## src/rtl/seg7_capture.sv

```systemverilog
// rtl/seg7_capture.sv - samples a multiplexed 7-segment display and assembles 4-digit frames
module seg7_capture #(
    parameter int STABLE_CYCLES = 4
) (
    input  logic        clk,
    input  logic        nReset,
    input  logic [6:0]  seg7,
    input  logic [3:0]  seg7_nSel,
    input  logic        out_ready,
    output logic        out_valid,
    output logic [15:0] value,
    output logic [3:0]  blank,
    output logic [3:0]  bad,
    output logic        overrun
);

    localparam logic [10:0] IDLE = 11'h7FF;
    localparam logic [7:0]  CAP  = 8'(STABLE_CYCLES - 1);
    localparam logic [7:0]  SAT  = 8'(STABLE_CYCLES);

    logic [1:0]  rst_sync;
    logic        run;
    logic [10:0] s1, s2, prev;
    logic [7:0]  cnt, cnt_next;
    logic [3:0]  sel;
    logic        one_hot;
    logic        capture;
    logic        complete;
    logic [3:0]  seen;
    logic [15:0] sh_val;
    logic [3:0]  sh_blank, sh_bad;
    logic [3:0]  dec_nib;
    logic        dec_blank, dec_bad;

    // Deassertion is retimed so the front end never starts mid-cycle after release.
    always_ff @(posedge clk or negedge nReset) begin
        if (!nReset) rst_sync <= 2'b00;
        else         rst_sync <= {rst_sync[0], 1'b1};
    end
    assign run = rst_sync[1];

    assign sel      = ~s2[10:7];
    assign one_hot  = (sel != 4'd0) && ((sel & (sel - 4'd1)) == 4'd0);
    assign complete = (seen == 4'hF);

    always_comb begin
        cnt_next = 8'd0;
        if (s2 == prev) cnt_next = (cnt == SAT) ? cnt : cnt + 8'd1;
    end

    // Fires in the single cycle the dwell count first reaches STABLE_CYCLES-1.
    assign capture = run && one_hot && (cnt_next == CAP);

    always_comb begin
        dec_nib   = 4'd0;
        dec_blank = 1'b0;
        dec_bad   = 1'b0;
        case (s2[6:0])
            7'b1000000: dec_nib = 4'h0;
            7'b1111001: dec_nib = 4'h1;
            7'b0100100: dec_nib = 4'h2;
            7'b0110000: dec_nib = 4'h3;
            7'b0011001: dec_nib = 4'h4;
            7'b0010010: dec_nib = 4'h5;
            7'b0000010: dec_nib = 4'h6;
            7'b1011000: dec_nib = 4'h7;
            7'b0000000: dec_nib = 4'h8;
            7'b0010000: dec_nib = 4'h9;
            7'b0001000: dec_nib = 4'hA;
            7'b0000011: dec_nib = 4'hB;
            7'b0100111: dec_nib = 4'hC;
            7'b0100001: dec_nib = 4'hD;
            7'b0000110: dec_nib = 4'hE;
            7'b0001110: dec_nib = 4'hF;
            7'b1111111: dec_blank = 1'b1;
            default:    dec_bad = 1'b1;
        endcase
    end

    always_ff @(posedge clk or negedge nReset) begin
        if (!nReset) begin
            s1        <= IDLE;
            s2        <= IDLE;
            prev      <= IDLE;
            cnt       <= 8'd0;
            seen      <= 4'd0;
            sh_val    <= 16'd0;
            sh_blank  <= 4'd0;
            sh_bad    <= 4'd0;
            value     <= 16'd0;
            blank     <= 4'd0;
            bad       <= 4'd0;
            out_valid <= 1'b0;
            overrun   <= 1'b0;
        end else if (run) begin
            s1   <= {seg7_nSel, seg7};
            s2   <= s1;
            prev <= s2;
            cnt  <= cnt_next;
            seen <= (complete ? 4'd0 : seen) | (capture ? sel : 4'd0);
            if (capture) begin
                for (int k = 0; k < 4; k++) begin
                    if (sel[k]) begin
                        sh_val[4*k +: 4] <= dec_nib;
                        sh_blank[k]      <= dec_blank;
                        sh_bad[k]        <= dec_bad;
                    end
                end
            end
            if (complete && (!out_valid || out_ready)) begin
                value     <= sh_val;
                blank     <= sh_blank;
                bad       <= sh_bad;
                out_valid <= 1'b1;
            end else if (complete) begin
                overrun   <= 1'b1;
            end else if (out_valid && out_ready) begin
                out_valid <= 1'b0;
            end
        end
    end

endmodule

```

## config.mk

```make
export PLATFORM = sky130hd
export DESIGN_NAME = seg7_capture
export DESIGN_NICKNAME = d
export VERILOG_FILES = /design/src/rtl/seg7_capture.sv
export SDC_FILE = /design/constraint.sdc
export NUM_CORES = 1
export LEC_CHECK = 0
export CAP_MARGIN = 20
export CORE_UTILIZATION = 38
export CTS_BUF_LIST = sky130_fd_sc_hd__clkbuf_8
export DETAILED_ROUTE_END_ITERATION = 6
export HOLD_SLACK_MARGIN = 0.15
export PLACE_DENSITY = 0.64
export SLEW_MARGIN = 25
export SYNTH_ARGS = -nofsm -noshare
export SYNTH_HDL_FRONTEND = slang
export SYNTH_SLANG_ARGS = --single-unit
```

## constraint.sdc

```tcl
create_clock -name clk -period 3.01 [get_ports clk]
set_input_delay 0.602 -clock clk [delete_from_list [all_inputs] [get_ports clk]]
set_output_delay 0.602 -clock clk [all_outputs]
set_load 0.05 [all_outputs]
```

==> results_dict.tcl, run 1 <==
set metrics [dict create \
    postRouteAntennaNets 0 \
    antenna_found_initial 0 \
    cap_violations 0 \
    cts_tree "done" \
    hp-class "input pin to async pin" \
    start_kind "flip-flop" \
    critPathSlowestCell "nor4b_4" \
    grt_pass1_vias 2928 \
    dieWidth_um 112 \
    synth-main-ff-cell "dfrtp_1" \
    core_um2 11600 \
    cts.clk_slew.worst_paths_ns 0.10 \
    nets 425 \
    cts_hold_buf 0 \
    cts_setup_buffers 0 \
    cts_num_sinks 97 \
    post-route-period-util_pct 84.2 \
    ys_types 58 \
    antennaDiodeCount 0 \
    ir_drop_uv 297 \
    io_buffers 39 \
    path_buf_inv 0 \
    cts_resized 0 \
    violations "DRC" \
    crit_type "flip-flop to flip-flop" \
    grt_pass1_wl_um 14700 \
    wirelength_um 8590 \
    drc 2 \
    ys_seq_area_share_pct 53.9 \
    max_slew_margin_pct 56.4 \
    tns_ns 0 \
    timing.final.crit_period_ns 2.54 \
    clkLatencyLatePin_ns 0.37 \
    chipHeight_um 112 \
    cts_root_buf "clkbuf_8" \
    rsz0062_at_grt "false" \
    power_density_nw_per_um2 496 \
    cts_max_path_buffers 2 \
    grt.overflow.total 0 \
    syn_to_final_growth_pct 16.7 \
    yosysWarnings 0 \
    drv_slew 0 \
    syn_inst 370 \
    initialDrtViolationCount 118 \
    final-hold-violation-count 0 \
    syn_area_um2 4580 \
    grt_use_total_pct 15.0 \
    num_rows 39 \
    initial_utilization_pct 39.6 \
    drive_gt1_share_pct 32.9 \
    endpoint_kind "flip-flop" \
    route.vias.total 2962 \
    synth_enable_flop_cells 0 \
    dieArea_um2 12500 \
    cp_max_fo 8 \
    critPathTopFamily "simple AND/OR/NAND/NOR gates" \
    grt_max_degree 50 \
    critPathRequiredTime_ns 3.27 \
    async_flop_share_pct 100 \
    gp_congestion 0.844 \
    slowest_delay_ns 0.49 \
    routedWlPerCell_um 15.4 \
    fmax_mhz 394 \
    numCtsBuffers 9 \
    vias_per_cell 5.32 \
    dr.pass1.iters 6 \
    status "finished with violations" \
    worstMarginPinSlew_ns 0.654 \
    avgSynthCellArea_um2 12.4 \
    ctsHtreeMaxLevel 3 \
    syn_nets 386 \
    ys_seq_elements 97 \
    crit_arrival_ns 2.79 \
    p_leak_uw 0.00226 \
    worstPathCellList "ha_1 -> or3_1 -> a21oi_2 -> o2111ai_4 -> nor4b_4 -> mux2_2" \
    io_pins 40 \
    setup_violations 0 \
    post-dp-hpwl_um 5960 \
    finClkSkew_ns 0.0130 \
    hold_slack_ns 0.251 \
]
[registers in the layout, summed over array words and instances, names as in the netlist]
signal and cells:
overrun 1, out_valid 1, sh_val 16, value 16, seen 4, s1 11, blank 4, s2 11
bad 4, rst_sync 2, cnt 8, sh_blank 4, sh_bad 4, prev 11
[metal layers]
metal	vias up	global-route usage (%)	wire, µm
li1	1393	-	-
met1	1512	19.7	4040
met2	42	23.4	4080
met3	15	3.86	287
met4	0	6.94	187
met5	-	0	0
[cells in the final DEF (no fill, tap or decap), drive strengths merged, types with 3 or more instances in the layout]
cell,Yosys,final
o211ai,4,4
mux2i,9,9
and3,6,6
clkdlybuf4s50,0,38
a21o,6,6
nand3,9,9
nor2b,3,3
a21oi,10,10
nor3,10,10
dfrtp,64,64
clkbuf,17,9
o21ai,10,10
mux2,65,65
nand4,5,5
xor2,11,11
inv,15,17
nor2,11,11
nand2b,4,4
nand2,18,18
xnor2,4,4
dfstp,33,33
nor4b,4,4
buf,6,13
clkinvlp,0,3
or3,4,4
nor3b,3,3
[metrics by stage]
step	setup WS (ns)	instances	util (%)	cell area, µm²	power, µW
final	0.475	557	46.2	5340	2650
after global routing	0.360	557	46.2	5340	2790
after CTS	0.469	557	46.2	5340	2690
after detailed placement	0.477	541	44.5	5150	1850
after global placement	0.486	541	44.5	5150	1840
after floorplan	0.627	370	-	4580	1740
[worst reg2reg max path, delay by kind of cell, from the launching register on]
kind                     cells  cell delay, ns
AO/OA/AOI/OAI                2            0.42
adder cells (fa/ha/maj)      1            0.32
flip-flops                   1            0.47
multiplexers                 1            0.39
AND/OR/NAND/NOR              2            0.84
[cell usage after synthesis (all sizes together) (9+ instances only)]
library cell,instances,area (µm²)
mux2,65,732
dfrtp,64,1600
dfstp,33,867
nand2,18,67.6
clkbuf,17,63.8
inv,15,56.3
nor2,11,41.3
xor2,11,96.3
a21oi,10,53.8
nor3,10,50.1
o21ai,10,50.1
mux2i,9,90.1
nand3,9,50.1
[cell families (layout without fill, tap and decap cells)]
| logic type | after synthesis | count (layout) | synth area share, % |
|---|---|---|---|
| flops | 97 | 97 | 53.9 |
| simple gates | 89 | 89 | 12.4 |
| mux | 74 | 74 | 18.0 |
| compound gates | 54 | 54 | 8.80 |
| buf+inv | 38 | 82 | 3.36 |
| xor+xnor | 15 | 15 | 2.87 |
| fa+ha+maj | 2 | 2 | 0.547 |
| other cells | 1 | 1 | 0.0819 |
[area by class of cell]
type	instances	area (µm²)
tap	143	179
fill	1042	6220
sequential	97	2470
timing repair buffer	51	490
multi-input combinational	235	1950
inverter	15	56.3
clock inverter	7	70.1
clock buffer	9	124
[power by group]
group | total (µW) | switching, µW | leakage (µW) | internal [µW]
clock network | 831 | 449 | 0.0000931 | 382
logic | 308 | 153 | 0.000930 | 155
registers | 1510 | 91.1 | 0.00124 | 1420
total | 2650 | 693 | 0.00226 | 1960
[worst paths after layout]
check	start	end	slack (ns)	depth (start not counted)
max reg2reg	cnt[0]	sh_blank[0]	0.47	6
max	cnt[0]	sh_blank[0]	0.47	6
min	nReset	out_valid	0.25	1
min reg2reg	rst_sync[0]	rst_sync[1]	0.36	0
max in group asynchronous	nReset	prev[4]	1.86	3
min in group clk	rst_sync[0]	rst_sync[1]	0.36	0
(Power assumes the default switching activity.)
==> inputs of run 2 (changes only) <==
==> constraint.sdc (replaced) <==
create_clock -name clk -period 2.6 [get_ports clk]
set_input_delay 0.52 -clock clk [delete_from_list [all_inputs] [get_ports clk]]
set_output_delay 0.52 -clock clk [all_outputs]
set_load 0.05 [all_outputs]
==> results_dict.tcl, run 2 (same netlist as run 1, synthesis figures left out) <==
set metrics [dict create \
    status "finished with violations" \
    violations "DRC" \
    clkLatencyLatePin_ns 0.38 \
    hold_slack_ns 0.354 \
    setup_violations 0 \
    ctsHtreeMaxLevel 3 \
    initialDrtViolationCount 94 \
    drv_slew 0 \
    dieArea_um2 12500 \
    final_cell_mix "63 x dfrtp_1, 62 x mux2_2, 38 x clkdlybuf4s50_1" \
    p_leak_uw 0.00232 \
    drc 2 \
    cts_root_buf "clkbuf_8" \
    drive_gt1_share_pct 34.4 \
    grt_pass1_vias 3047 \
    timing.final.crit_period_ns 2.41 \
    cts_tree "done" \
    grt_use_total_pct 15.8 \
    final_common_cell "dfrtp_1" \
    cts_max_path_buffers 2 \
    crit_arrival_ns 2.68 \
    max_slew_margin_pct 63.5 \
    tns_ns 0 \
    cap_violations 0 \
    gp_congestion 0.841 \
    critPathTopFamily "simple AND/OR/NAND/NOR gates" \
    grt_max_degree 46 \
    dr.pass1.iters 6 \
    ir_drop_uv 436 \
    endpoint_kind "flip-flop" \
    cts.clk_slew.worst_paths_ns 0.09 \
    dp_cells 544 \
    syn_to_final_growth_pct 19.2 \
    fmax_mhz 415 \
    chipHeight_um 112 \
    numCtsBuffers 9 \
    grt_pass1_wl_um 15300 \
    instances_no_fill 564 \
    cp_max_fo 8 \
    postRouteAntennaNets 0 \
    worstMarginPinSlew_ns 0.548 \
    final_cell_area_um2 5450 \
    io_pins 40 \
    r2r_setup_slack_ns 0.19 \
    io_buffers 39 \
    final_core_util_pct 47.2 \
    critPathRequiredTime_ns 2.87 \
    hp-class "flip-flop to flip-flop" \
    route.vias.total 2952 \
    finClkSkew_ns 0.0100 \
    nets 433 \
    critPathSlowestCell "dfrtp_2" \
    post-route-period-util_pct 92.7 \
    post-dp-hpwl_um 6000 \
    antennaDiodeCount 0 \
    rsz0062_at_grt "false" \
    antenna_found_initial 0 \
    routedWlPerCell_um 15.5 \
    initial_utilization_pct 39.6 \
    path_buf_inv 1 \
    wirelength_um 8750 \
    reg.largest.list "sh_val: 16 flops, value: 16 flops" \
    final-hold-violation-count 0 \
    worstPathCellList "ha_2 -> or3_1 -> a21oi_2 -> o2111ai_4 -> nor4b_4 -> buf_4 -> mux2_2" \
    dieWidth_um 112 \
    core_um2 11600 \
    start_kind "flip-flop" \
    crit_type "flip-flop to flip-flop" \
    power_density_nw_per_um2 593 \
    grt.overflow.total 0 \
    vias_per_cell 5.23 \
    num_rows 39 \
    cts_num_sinks 97 \
    placed_area_um2 5170 \
    slowest_delay_ns 0.46 \
]
-- run 2: stage by stage --
stage	worst slack, ns	total power (µW)
2_1_floorplan	0.217	2010
3_3_place_gp	0.154	2140
3_5_place_dp	0.0793	2150
4_1_cts	0.0656	3270
5_1_grt	0.0702	3380
6_report	0.190	3230
-- run 2: where the power goes --
part | switching [µW] | leakage [µW] | internal, µW
clock | 525 | 0.000112 | 591
combinational | 192 | 0.000969 | 189
sequential | 91.8 | 0.00124 | 1650
-- run 2: what timing repair did --
action | CTS | global route
buffers inserted | 0 | 4
endpoints found under the hold margin | 4 | 0
resized for setup | 0 | 3
endpoints found under the setup margin | 0 | 16
hold buffers | 1 | 0
-- run 2: final timing paths --
path / startpoint / cells after the start / to
setup reg to reg: cnt[0] / 7 / sh_blank[1]
min in group asynchronous: nReset / 2 / rst_sync[0]
hold reg to reg: rst_sync[0] / 0 / rst_sync[1]
setup / recovery: cnt[0] / 7 / sh_blank[1]
hold / removal: rst_sync[0] / 0 / rst_sync[1]
max in group asynchronous: nReset / 3 / cnt[0]
-- run 2: final cells by class --
cell class                      count  area, µm²
Clock buffer                       11        151
Clock inverter                      4       76.3
Fill cell                        1051       6110
Inverter                           15       56.3
Multi-Input combinational cell    235       1970
Sequential cell                    97       2470
Tap cell                          143        179
Timing Repair Buffer               59        553
-- run 2: worst reg2reg max path, cell delays in order, from the launching register on --
cell and delay, ns:
dfrtp_2 0.46, ha_2 0.24, or3_1 0.34, a21oi_2 0.19
o2111ai_4 0.23, nor4b_4 0.32, buf_4 0.18, mux2_2 0.33
-- run 2: metal layers --
layer	track usage [%]	share of wire, %	up-vias
li1	-	-	1408
met2	25.2	48	33
met4	7.93	2.1	0
met3	3.10	2.5	12
met5	0	0	-
met1	20.5	47	1499
==> RTL edit 1 (config.mk and constraints of run 1) <==
Put one more register stage on the output `overrun`, with the module's reset. The value now appears one clock later. The other outputs are not delayed to match.
--- a/src/rtl/seg7_capture.sv
+++ b/src/rtl/seg7_capture.sv
@@ -17,6 +17,8 @@
     localparam logic [10:0] IDLE = 11'h7FF;
     localparam logic [7:0]  CAP  = 8'(STABLE_CYCLES - 1);
     localparam logic [7:0]  SAT  = 8'(STABLE_CYCLES);
+
+    logic overrun_s0;
 
     logic [1:0]  rst_sync;
     logic        run;
@@ -91,7 +93,7 @@
             blank     <= 4'd0;
             bad       <= 4'd0;
             out_valid <= 1'b0;
-            overrun   <= 1'b0;
+            overrun_s0 <= 1'b0;
         end else if (run) begin
             s1   <= {seg7_nSel, seg7};
             s2   <= s1;
@@ -113,12 +115,20 @@
                 bad       <= sh_bad;
                 out_valid <= 1'b1;
             end else if (complete) begin
-                overrun   <= 1'b1;
+                overrun_s0 <= 1'b1;
             end else if (out_valid && out_ready) begin
                 out_valid <= 1'b0;
             end
         end
     end
 
+    always_ff @(posedge clk or negedge nReset) begin
+        if (!nReset) begin
+            overrun <= '0;
+        end else begin
+            overrun <= overrun_s0;
+        end
+    end
+
 endmodule
 
Behaviour: no difference found for any inputs over 10 cycles, from zero or initial values and one cycle with nReset low; that may be too few to reach the edited logic, so the function may still have changed.
==> RTL edit 1 against run 1 <==
- critical endpoint is now sh_blank[3]
- routed wire length up 5.2%
- critical path depth decreased by 1
- area after synthesis grew 2.6%
- sequential cell count up 1
- largest power group unchanged
- total power rose by 7.0%
- sequential share of layout area decreased by 0.15 points
- final area increased by 1.3%
- die area up 2.5%
- setup slack got worse by 0.23 ns
==> RTL edit 1: results (changes against run 1) <==
[yosys]
yosys-top-cells-area = dfrtp_1 (35%), dfstp_2 (18%), mux2_2 (17%), xor2_1 (2.1%), nor4b_4 (2.0%)  ; was dfrtp_1 (35%), dfstp_2 (19%), mux2_2 (15%), xor2_1 (2.1%), nor4b_4 (2.1%)
ys_types = 60  ; was 58
syn_inst = 375  ; was 370
netlist_area_mm2 = 0.004695  ; was 0.004577 mm²
syn_nets = 391  ; was 386
netlist_top_cells_count = mux2_2 (71), dfrtp_1 (65), dfstp_2 (33)  ; was dfrtp_1 (64), mux2_2 (62), dfstp_2 (33)
ys_ff_latch = 98  ; was 97
synth_compound_area_share_pct = 9.222  ; was 8.803%

[place]
dp_hpwl_mm = 6.122  ; was 5.958 mm
pre_cts_ws_ns = 0.2267  ; was 0.4767 ns

[timing]
worst_pin_slew_ns = 0.6574  ; was 0.6538 ns
clock_skew_ns = 0.01390  ; was 0.01301 ns

[cells_and_area]
buffer_area_share_pct = 8.089  ; was 9.180%
drive_above_1_share_pct = 36.74  ; was 32.85%
multi_input_comb_cells = 241  ; was 235
n_all_buffers = 44  ; was 51
fill_cells = 1107  ; was 1,042
area_growth_pct = 15.33  ; was 16.73%
fin_nets = 422  ; was 425

[clock_tree]
clock_latency_ns = 0.39  ; was 0.37 ns

[grt]
grt_usage_pct = 15.51  ; was 15.04%

[pwr]
pg_clk_uw = 1000  ; was 831 µW

[detailed_routing]
wirelength_mm = 9.038  ; was 8.590 mm
wl_per_cell_um = 16.20  ; was 15.42 µm

[status]
outcome = completed  ; was finished with violations

[critical_path]
slowest_delay_ns = 0.73  ; was 0.49 ns
cp_slowest_cell = dfstp_2  ; was nor4b_4

==> RTL edit 1: cell types whose count changed after synthesis, sizes merged, moves of 3 or more <==
cell and change:
a21oi +7, mux2 +6, mux2i -4, buf +3, inv -3, o211ai -3, or2 +3
==> RTL edit 1: layer usage <==
layer	part of all wire (%)	vias up	track usage, %
met2	46	42	23.31
li1	-	1396	-
met3	3.1	15	3.642
met4	2.1	0	6.754
met1	49	1486	21.42
met5	0	-	0
==> RTL edit 1: final timing paths <==
path / startpoint / endpoint / slack [ns] / cells past startpoint
worst max-delay path: s2[1] / sh_blank[3] / 0.25 / 5
worst min-delay path: nReset / bad[3] / 0.21 / 1
worst max register to register: s2[1] / sh_blank[3] / 0.25 / 5
worst min register to register: rst_sync[0] / rst_sync[1] / 0.36 / 0
max in group asynchronous: nReset / prev[6] / 2.03 / 2
min in group clk: rst_sync[0] / rst_sync[1] / 0.36 / 0
==> RTL edit 2 (flow settings as in run 1) <==
Without the edit above. Reset style: synchronous (`nReset`), changed in 2 clocked blocks.
--- a/src/rtl/seg7_capture.sv
+++ b/src/rtl/seg7_capture.sv
@@ -33,7 +33,7 @@
     logic        dec_blank, dec_bad;
 
     // Deassertion is retimed so the front end never starts mid-cycle after release.
-    always_ff @(posedge clk or negedge nReset) begin
+    always_ff @(posedge clk) begin
         if (!nReset) rst_sync <= 2'b00;
         else         rst_sync <= {rst_sync[0], 1'b1};
     end
@@ -77,7 +77,7 @@
         endcase
     end
 
-    always_ff @(posedge clk or negedge nReset) begin
+    always_ff @(posedge clk) begin
         if (!nReset) begin
             s1        <= IDLE;
             s2        <= IDLE;
Behaviour: same outputs for any inputs over 10 cycles, from zero or initial values and one cycle with nReset low; that may be too few to reach the edited logic, so the function may still have changed.
==> RTL edit 2 against run 1 <==
- combinational power shrank 49%
- sequential power shrank 13%
- synthesized cell count grew 36%
- area after synthesis shrank 1.7%
- critical path type unchanged
- routed wire length grew 12%
- largest cell class is now multi-input combinational cells
- sequential cell count is the same
- first-iteration DRC count grew 120%
- final area shrank 4.8%
- worst hold slack gained 0.19 ns
- setup slack gained 0.19 ns
- total power shrank 12%
- clock power grew 3.0%
==> RTL edit 2: results (changes against run 1) <==
[pwr]
p_leak_uw = 0.001749  ; was 0.002260 µW
ir_worst_vdd_mv = 0.3302  ; was 0.2968 mV

[critical_path]
cp_slowest_cell = dfxtp_1  ; was nor4b_4
start_kind = flip-flop  ; unchanged
r2r_slack_ns = 0.67  ; was 0.47 ns
slowest_delay_ns = 0.75  ; was 0.49 ns
path_max_fanout = 18  ; was 8
path_delay_family = simple AND/OR/NAND/NOR gates  ; unchanged
rr_worst_depth = 5  ; was 6
crit_path_end = sh_val[6]  ; was sh_blank[0]
timing.rr.start = s2[2]  ; was cnt[0]
cp_data_arrival_time_ns = 2.64  ; was 2.79 ns

[grt]
grt_first_pass_wirelength_mm = 16.49  ; was 14.70 mm
first_global_vias = 3453  ; was 2,928
grt_start_max_net_pins = 43  ; was 50
grt_usage_pct = 16.48  ; was 15.04%

[min_path]
min_path_type = flip-flop to flip-flop  ; was input port to async pin
min-delay-start = rst_sync[0]
min_path_cells = 1

[place]
io_buffers = 39  ; unchanged
dp_hpwl_mm = 6.740  ; was 5.958 mm
gp_congestion = 0.8535  ; was 0.8443
postPlaceCellArea_mm2 = 0.004890  ; was 0.005149 mm²

[cells_and_area]
reg.largest.list = sh_val (16), value (16)  ; unchanged
fin_nets = 536  ; was 425
drive_above_1_share_pct = 7.429  ; was 32.85%
fill_cells = 1123  ; was 1,042

[clock_tree]
cts.repair.resized = 0  ; unchanged
post_cts.repair.setup_buffers = 0  ; unchanged
h-tree-depth = 3  ; unchanged
clock_latency_ns = 0.38
numCtsBuffers = 9  ; unchanged

[timing]
clock_skew_ns = 0.01143  ; was 0.01301 ns
setup_viol = 0  ; unchanged
final_hold_viol_count = 0  ; unchanged
worst_pin_slew_ns = 0.7369  ; was 0.6538 ns

[detailed_routing]
num_vias = 3583  ; was 2,962
drc = 0  ; was 2
drt-initial-drc-count = 263  ; was 118
wl_per_cell_um = 14.40  ; was 15.42 µm
first_pass_iters = 5  ; was 6

[yosys]
async_reset_ff_share_pct = 0  ; was 100.0%
seq_area_frac_synth_pct = 43.18  ; was 53.94%
yosys-top-cells-area = dfxtp_1 (43%), mux2i_1 (9.6%), nand2_1 (9.2%), a21oi_1 (4.6%), xnor2_2 (2.2%)  ; was dfrtp_1 (35%), dfstp_2 (19%), mux2_2 (15%), xor2_1 (2.1%), nor4b_4 (2.1%)
syn_nets = 520  ; was 386
ys_types = 57  ; was 58
netlist_top_cells_count = nand2_1 (110), dfxtp_1 (97), mux2i_1 (43)  ; was dfrtp_1 (64), mux2_2 (62), dfstp_2 (33)

[status]
outcome = completed  ; was finished with violations

==> RTL edit 2: power by group <==
group | switching (µW) | internal (µW)
combinational | 93.3 | 64.8
sequential | 26.0 | 1300
clock | 469 | 387
==> RTL edit 2: cell families after synthesis <==
logic type	Yosys count	synth area share [%]
buffers and inverters	46	5.175
AOI/OAI and AO/OA	98	13.75
adders and majority gates	2	0.5564
xor gates and xnor gates	16	4.118
DFF	97	43.18
and+or+nand+nor	202	23.65
muxes	43	9.571
==> RTL edit 2: routing by layer <==
metal  part of all wire, %  track usage (%)  vias to the layer above  routed length (µm)
li1                      -                -                     1806                   -
met1                    46            20.08                     1708                4380
met2                    49            28.16                       54                4706
met3                   3.8            4.046                       15                 361
met4                   1.8            5.867                        0                 171
met5                     0                0                        -                   0
==> RTL edit 2: through the flow <==
| stage | total power (µW) | instances | setup slack [ns] | hold WS [ns] |
|---|---|---|---|---|
| 2_1_floorplan | 1474 | 504 | 1.176 | 0.4119 |
| 3_3_place_gp | 1508 | 652 | 0.7703 | 0.4187 |
| 3_5_place_dp | 1512 | 652 | 0.6598 | 0.4281 |
| 4_1_cts | 2364 | 668 | 0.6539 | 0.4416 |
| 5_1_grt | 2435 | 668 | 0.4334 | 0.4479 |
| 6_report | 2338 | 668 | 0.6693 | 0.4385 |
==> RTL edit 2: area by class of cell <==
type	count	area [µm²]	share of cell area [%]
Sequential cell	97	1943	38.21
Clock inverter	7	71.32	1.403
Inverter	8	30.03	0.5906
Clock buffer	9	123.9	2.436
Timing Repair Buffer	43	415.4	8.169
Tap cell	143	178.9	3.519
Multi-Input combinational cell	361	2322	45.67
==> RTL edit 2: worst register-to-register path, cell delays in order (launching register included) <==
cell and delay (ns):
dfxtp_1 0.75, xnor2_2 0.19, and4_1 0.42, nand4_4 0.24, nor3_2 0.42, mux2i_1 0.25
